## config.mk

```make
export PLATFORM = sky130hd
export DESIGN_NAME = inst_fetch
export DESIGN_NICKNAME = d
export VERILOG_FILES = /design/src/rtl/inst_fetch_pkg.sv /design/src/rtl/inst_fetch_fifo.sv /design/src/rtl/inst_fetch.sv
export SDC_FILE = /design/constraint.sdc
export NUM_CORES = 1
export LEC_CHECK = 0
export CORE_MARGIN = 10
export CORE_UTILIZATION = 45
export CTS_BUF_LIST = sky130_fd_sc_hd__clkbuf_4
export DETAILED_ROUTE_END_ITERATION = 10
export SETUP_SLACK_MARGIN = 0.15
export SLEW_MARGIN = 5
export SYNTH_ARGS = -nofsm -noshare
export SYNTH_HDL_FRONTEND = slang
export SYNTH_SLANG_ARGS = --single-unit
```

## constraint.sdc

```tcl
create_clock -name CLOCK -period 5.6 [get_ports CLOCK]
set_clock_uncertainty 0.1 [all_clocks]
set_input_delay 1.12 -clock CLOCK [delete_from_list [all_inputs] [get_ports CLOCK]]
set_output_delay 1.12 -clock CLOCK [all_outputs]
set_load 0.01 [all_outputs]
```

## src/rtl/inst_fetch_pkg.sv

```systemverilog
// Shared fetch types: instruction word, fetch FSM state, default FIFO depth.
// The FETCH_MISALIGN_TRAP_EN macro enables the HALT state and the FAULT port.
package typePack;

    typedef logic [31:0] instruction_t;

    typedef enum logic [1:0] {
        IDLE,
        RUN,
        HALT
    } fetch_state_t;

    localparam int FETCH_DEPTH_DEFAULT = 4;

endpackage

```

## src/rtl/inst_fetch_fifo.sv

```systemverilog
// In-order {pc, instruction} FIFO with flush.
// Shift organisation keeps the head in entry 0, so head outputs come straight from flops.
module fetch_fifo
    import typePack::*;
#(
    parameter int DEPTH = FETCH_DEPTH_DEFAULT,
    parameter int CW    = $clog2(DEPTH + 1)
) (
    input  logic         clk,
    input  logic         rst,
    input  logic         flush,
    input  logic         push,
    input  logic         pop,
    input  logic [31:0]  push_pc,
    input  instruction_t push_inst,
    output logic [31:0]  head_pc,
    output instruction_t head_inst,
    output logic [CW-1:0] count,
    output logic         full,
    output logic         empty
);

    logic [31:0]   pc_q  [DEPTH];
    logic [31:0]   pc_n  [DEPTH];
    instruction_t  ins_q [DEPTH];
    instruction_t  ins_n [DEPTH];
    logic [CW-1:0] cnt_n;

    always_comb begin
        pc_n  = pc_q;
        ins_n = ins_q;
        cnt_n = count;
        if (flush) begin
            cnt_n = '0;
        end else begin
            if (pop && !empty) begin
                for (int i = 0; i < DEPTH - 1; i++) begin
                    pc_n[i]  = pc_q[i+1];
                    ins_n[i] = ins_q[i+1];
                end
                cnt_n = count - CW'(1);
            end
            if (push && cnt_n != CW'(DEPTH)) begin
                for (int i = 0; i < DEPTH; i++) begin
                    if (CW'(i) == cnt_n) begin
                        pc_n[i]  = push_pc;
                        ins_n[i] = push_inst;
                    end
                end
                cnt_n = cnt_n + CW'(1);
            end
        end
    end

    always_ff @(posedge clk) begin
        if (rst) begin
            count <= '0;
            empty <= 1'b1;
            full  <= 1'b0;
            for (int i = 0; i < DEPTH; i++) begin
                pc_q[i]  <= '0;
                ins_q[i] <= '0;
            end
        end else begin
            count <= cnt_n;
            empty <= (cnt_n == '0);
            full  <= (cnt_n == CW'(DEPTH));
            pc_q  <= pc_n;
            ins_q <= ins_n;
        end
    end

    assign head_pc   = pc_q[0];
    assign head_inst = ins_q[0];

endmodule

```

## src/rtl/inst_fetch.sv

```systemverilog
// Instruction fetch: fetch PC, request/grant/response memory port, redirect flush.
// FETCH_MISALIGN_TRAP_EN adds the FAULT port and halts on misaligned redirects.
module inst_fetch
    import typePack::*;
#(
    parameter int          DEPTH    = FETCH_DEPTH_DEFAULT,
    parameter logic [31:0] RESET_PC = 32'h0000_0000
) (
    input  logic         CLOCK,
    input  logic         RESET,
    input  logic         REDIRECT,
    input  logic [31:0]  REDIRECT_PC,
    output logic         MEM_REQ,
    output logic [31:0]  MEM_ADDR,
    input  logic         MEM_GNT,
    input  logic         MEM_RVALID,
    input  logic [31:0]  MEM_RDATA,
    output instruction_t INST,
    output logic [31:0]  INST_PC,
    output logic         INST_VALID,
    input  logic         INST_READY
`ifdef FETCH_MISALIGN_TRAP_EN
    ,
    output logic         FAULT
`endif
);

    localparam int CW = $clog2(DEPTH + 1);
    localparam int AW = $clog2(DEPTH);

    fetch_state_t  state;
    logic          req;
    logic [31:0]   fetch_pc;
    logic [CW-1:0] outstanding;
    logic [CW-1:0] kill;
    logic [31:0]   pcq [DEPTH];
    logic [AW-1:0] pcq_wr;
    logic [AW-1:0] pcq_rd;

    logic [CW-1:0] fifo_count;
    logic          fifo_full;
    logic          fifo_empty;
    logic          gnt;
    logic          rsp;
    logic          keep;
    logic          pop;
    logic          misalign;
    logic          run_nx;
    logic          req_nx;
    logic [31:0]   target;
    logic [31:0]   pc_nx;
    logic [CW-1:0] out_nx;
    logic [CW-1:0] kill_nx;
    logic [CW-1:0] cnt_nx;
    logic [CW:0]   inflight;

`ifdef FETCH_MISALIGN_TRAP_EN
    logic fault;
    assign target   = REDIRECT_PC;
    assign misalign = (REDIRECT_PC[1:0] != 2'b00);
    assign FAULT    = fault;
`else
    assign target   = REDIRECT_PC & 32'hFFFF_FFFC;
    assign misalign = 1'b0;
`endif

    assign gnt  = req & MEM_GNT;
    assign rsp  = MEM_RVALID && (outstanding != '0);
    assign keep = rsp && (kill == '0) && !REDIRECT && !fifo_full;
    assign pop  = !fifo_empty && INST_READY && !REDIRECT;

    // Kill count is taken after this cycle's grant and response settle.
    assign out_nx = outstanding + CW'(gnt) - CW'(rsp);

    always_comb begin
        kill_nx = kill;
        if (REDIRECT)
            kill_nx = out_nx;
        else if (rsp && kill != '0)
            kill_nx = kill - CW'(1);
    end

    assign cnt_nx   = REDIRECT ? '0 : fifo_count + CW'(keep) - CW'(pop);
    assign pc_nx    = REDIRECT ? target
                    : gnt      ? fetch_pc + 32'd4
                    :            fetch_pc;
    assign run_nx   = REDIRECT ? !misalign : (state != HALT);
    assign inflight = {1'b0, cnt_nx} + {1'b0, out_nx};
    assign req_nx   = run_nx && (inflight < (CW+1)'(DEPTH));

    always_ff @(posedge CLOCK) begin
        if (RESET) begin
            state       <= IDLE;
            req         <= 1'b0;
            fetch_pc    <= RESET_PC;
            outstanding <= '0;
            kill        <= '0;
            pcq_wr      <= '0;
            pcq_rd      <= '0;
`ifdef FETCH_MISALIGN_TRAP_EN
            fault       <= 1'b0;
`endif
        end else begin
            unique case (state)
                IDLE:      state <= RUN;
                RUN, HALT: state <= state;
                default:   state <= IDLE;
            endcase
            if (REDIRECT)
                state <= misalign ? HALT : RUN;
            req         <= req_nx;
            fetch_pc    <= pc_nx;
            outstanding <= out_nx;
            kill        <= kill_nx;
            if (gnt) begin
                pcq[pcq_wr] <= fetch_pc;
                pcq_wr      <= pcq_wr + AW'(1);
            end
            if (rsp)
                pcq_rd <= pcq_rd + AW'(1);
`ifdef FETCH_MISALIGN_TRAP_EN
            if (REDIRECT)
                fault <= misalign;
`endif
        end
    end

    assign MEM_REQ    = req;
    assign MEM_ADDR   = fetch_pc;
    assign INST_VALID = !fifo_empty;

    fetch_fifo #(.DEPTH(DEPTH)) u_fifo (
        .clk       (CLOCK),
        .rst       (RESET),
        .flush     (REDIRECT),
        .push      (keep),
        .pop       (pop),
        .push_pc   (pcq[pcq_rd]),
        .push_inst (MEM_RDATA),
        .head_pc   (INST_PC),
        .head_inst (INST),
        .count     (fifo_count),
        .full      (fifo_full),
        .empty     (fifo_empty)
    );

endmodule

```

==> key figures <==
Outcome
  • Status: complete, no violations

Timing
  • Final hold viol count: 0
  • Setup-failing EPs final: 0
  • Worst slew pin tran: 1.273 ns
  • Min cycle time layout: between 4 and 5 ns
  • Max_slew headroom: 0.1515
  • Final worst-path cycle share: 0.7154
  • Hold WS: 0.3512 ns
  • Peak Freq: about 250 MHz
  • Slew Limit Fails: 0
  • Setup TNS: 0 ns
  • RSZ-0062 raised after global routing: false

Worst setup path
  • Setup CP Type: primary input to flip-flop
  • Critical Path RT: 6.19 ns
  • Crit-path cells: clkdlybuf4s50_1 > and2_1 > clkinv_1 > ha_1 > inv_1 > ha_1 > fa_1 > xnor2_1 > ha_1 > or4_1 > a41oi_1
  • Crit path DAT: about 4.6 ns
  • CP peak stage delay: 0.51 ns
  • Crit Path Max Fanout: 9
  • Max stage delay cell, worst path: or4_1
  • Worst setup SP type: primary input
  • Cell mode on critical path: ha_1
  • CP endpoint kind: flip-flop

Clocking
  • Htree depth: 3
  • CTS max path bufs: 3
  • CTS resizes: 0
  • Clock-pin slew on the worst setup and hold paths: roughly 0.07 ns
  • Num CTS Buffers: about 110
  • CTS tree: built
  • Hold_buf cts: 0
  • Root Driver: clkbuf_4
  • Sink Count: 422
  • Postcts setup bufs: 0
  • Clk_lat worst skew: 0.78 ns

Finish
  • Finished Core Util: 0.5220
  • Area grow syn2layout: 15.02%
  • Final Non-Filler Cells: 2830
  • # nets final: 2301
  • Share of layout cells above drive strength 1: 0.1119
  • Fillers: around 3800

Hold path
  • Hold crit path type: flip-flop to flip-flop

Detailed routing
  • DR pass1 iterations: 5
  • DRC: 0
  • Vias/cell: around 5
  • Via Count: about 15000
  • Total Wirelength: 44780 um
  • Initial DRC Count: 1269
  • Antenna Nets Post-Route: 0
  • Routed wire length per instance: 15.82 um

Die
  • Core ar.: 0.04065 sq mm
  • Initial Util: 0.4539
  • Die area: 0.04949 sq mm
  • Boundary pin count: 168
  • Rows: 74
  • Die height: 222.5 um
  • Die width: ~220 um

Placement
  • Placed cell count: 2633
  • Port-buffer cells: 163
  • HPWL Detailed: 25810 um
  • Gpl congestion: 0.7513

Flow run
  • Max Cap Viol: 0

Global routing
  • Antenna violations before repair: 1
  • Final global-route overflow total: 0
  • First-pass GRT wire length: approximately 70000 um
  • Gr usage total: 0.1732
  • Vias in the first global route: 13490
  • Pin count of the biggest net entering global routing: a little under 200

Logic synthesis
  • Yosys warnings: 0
  • Most frequently used flop master after synthesis: dfxtp_1
  • Synth Area per Inst: 8.633 sq um
  • Post-synth EDFFs: 120
  • Synth cell types: 53
  • Synth Cell Area: around 0.018 sq mm
  • Seq cells post-synth: 422
  • Post-synth ARST share: 0
  • Seq/Total Area, Yosys: 0.5231
  • Post-Syn Instances: between 2000 and 2500

Power
  • Maximum VDD drop: roughly 0.18 mV
  • Leak: 6.845 nW
  • Pwr per Cell Area: about 330 mW/mm^2
-- routing by layer --
layer / vias to the layer above / wire (um) / track usage
li1: 7312 / - / -
met1: 6761 / 21280 / 0.2373
met2: 402 / 19900 / 0.2627
met3: 54 / 2935 / 0.04319
met4: 0 / 663 / 0.05602
met5: - / 0 / 0
-- cell type report --
cell class              instances  area (sq um)  area share
inverters                      25         98.84    0.004659
diodes                          1         2.502   0.0001179
well taps                     532         665.6     0.03137
flip-flops and latches        422          9652      0.4549
clock inverters                28         206.4    0.009730
clock buffers                 168          1261     0.05944
repair buffers                184          1844     0.08692
multi-input cells            1470          7487      0.3529
-- power breakdown --
part	switching [mW]	total [mW]	internal (mW)
combinational	0.537	0.956	0.419
sequential	0.101	3.35	3.25
clock	1.24	2.74	1.50
total	1.87	7.04	5.17
-- cell families (layout without fill, tap and decap cells) --
family                   after synthesis  in the layout  synth area share
AO/OA/AOI/OAI                        486            486            0.1380
XOR/XNOR                              39             39           0.01852
adder cells (fa/ha/maj)               21             21           0.01506
buffers and inverters                246            405           0.07379
flip-flops                           422            422            0.5231
multiplexers                          38             38           0.04097
other                                  1              3         0.0002033
AND/OR/NAND/NOR                      884            884            0.1905
-- Yosys cell counts (5+ instances only) --
cell,n,area (sq um)
nand2_1,774,2905
dfxtp_1,302,6046
a21oi_1,265,1326
edfxtp_1,120,3603
o21ai_1,111,555.5
clkbuf_1,84,315.3
o21ai_0,76,380.4
buf_4,66,495.5
buf_2,36,180.2
nor2_1,36,135.1
mux4_2,30,675.7
inv_1,22,82.58
xnor2_1,22,192.7
buf_6,19,214.0
ha_1,19,237.7
a211oi_1,18,135.1
xor2_1,17,148.9
buf_1,14,52.55
nor3_1,13,65.06
and3_1,11,68.82
nand4_1,11,68.82
nand3_1,9,45.04
mux2i_1,8,80.08
nor3b_1,5,37.54
-- per-stage QoR --
stage	setup WS, ns	power, mW	area (sq um)
2_1_floorplan	1.035	4.052	18450
3_3_place_gp	0.9859	4.367	19750
3_5_place_dp	0.8817	4.383	19750
4_1_cts	1.716	7.154	21220
5_1_grt	1.429	7.423	21220
6_report	1.594	7.043	21220
-- path summary, 6_finish.rpt --
check                                    start                           end  slack [ns]  cells after the start
hold reg to reg   u_fifo.pc_q[17]$_SDFFE_PP0P_  u_fifo.pc_q[17]$_SDFFE_PP0P_        0.35                      2
setup / recovery                       MEM_GNT            MEM_REQ$_SDFF_PP0_        1.59                     11
hold / removal    u_fifo.pc_q[17]$_SDFFE_PP0P_  u_fifo.pc_q[17]$_SDFFE_PP0P_        0.35                      2
setup reg to reg            MEM_REQ$_SDFF_PP0_            MEM_REQ$_SDFF_PP0_        2.03                     10
-- critical path, delay by kind of cell --
family / cells / cell delay, ns
compound gates: 1 / 0.17
simple gates: 2 / 0.83
xor+xnor: 1 / 0.31
fa+ha+maj: 4 / 1.25
buf+inv: 3 / 0.90
-- layout by cell type (no fill, tap or decap), types with 3 or more instances in the layout --
master,instances
clkinv_1,14
nor3_1,13
inv_1,22
nand4_1,11
and3_1,11
xor2_1,17
nand3_1,9
or3_4,3
clkinv_2,8
nor2_1,35
ha_1,19
mux4_2,30
clkdlybuf4s50_1,162
a211oi_1,18
and4_1,4
o21ai_0,76
xnor2_1,22
edfxtp_1,120
o21ai_1,111
bufinv_16,3
nor4_1,3
buf_12,4
nand2_1,774
o21ai_2,3
buf_4,17
clkbuf_4,168
mux2i_1,8
dfxtp_1,300
nor2b_1,4
nor3b_2,4
a21oi_1,265
-- registers in the layout, summed over array words and instances (netlist names), named ones only --
register,count
pcq,120
pcq_wr,2
MEM_ADDR,30
u_fifo.head_pc,32
u_fifo.count,3
u_fifo.pc_q,94
pcq_rd,2
outstanding,3
kill,3
u_fifo.ins_q,96
MEM_REQ,1
u_fifo.full,1
u_fifo.empty,1
u_fifo.head_inst,32
(Power assumes the default switching activity.)
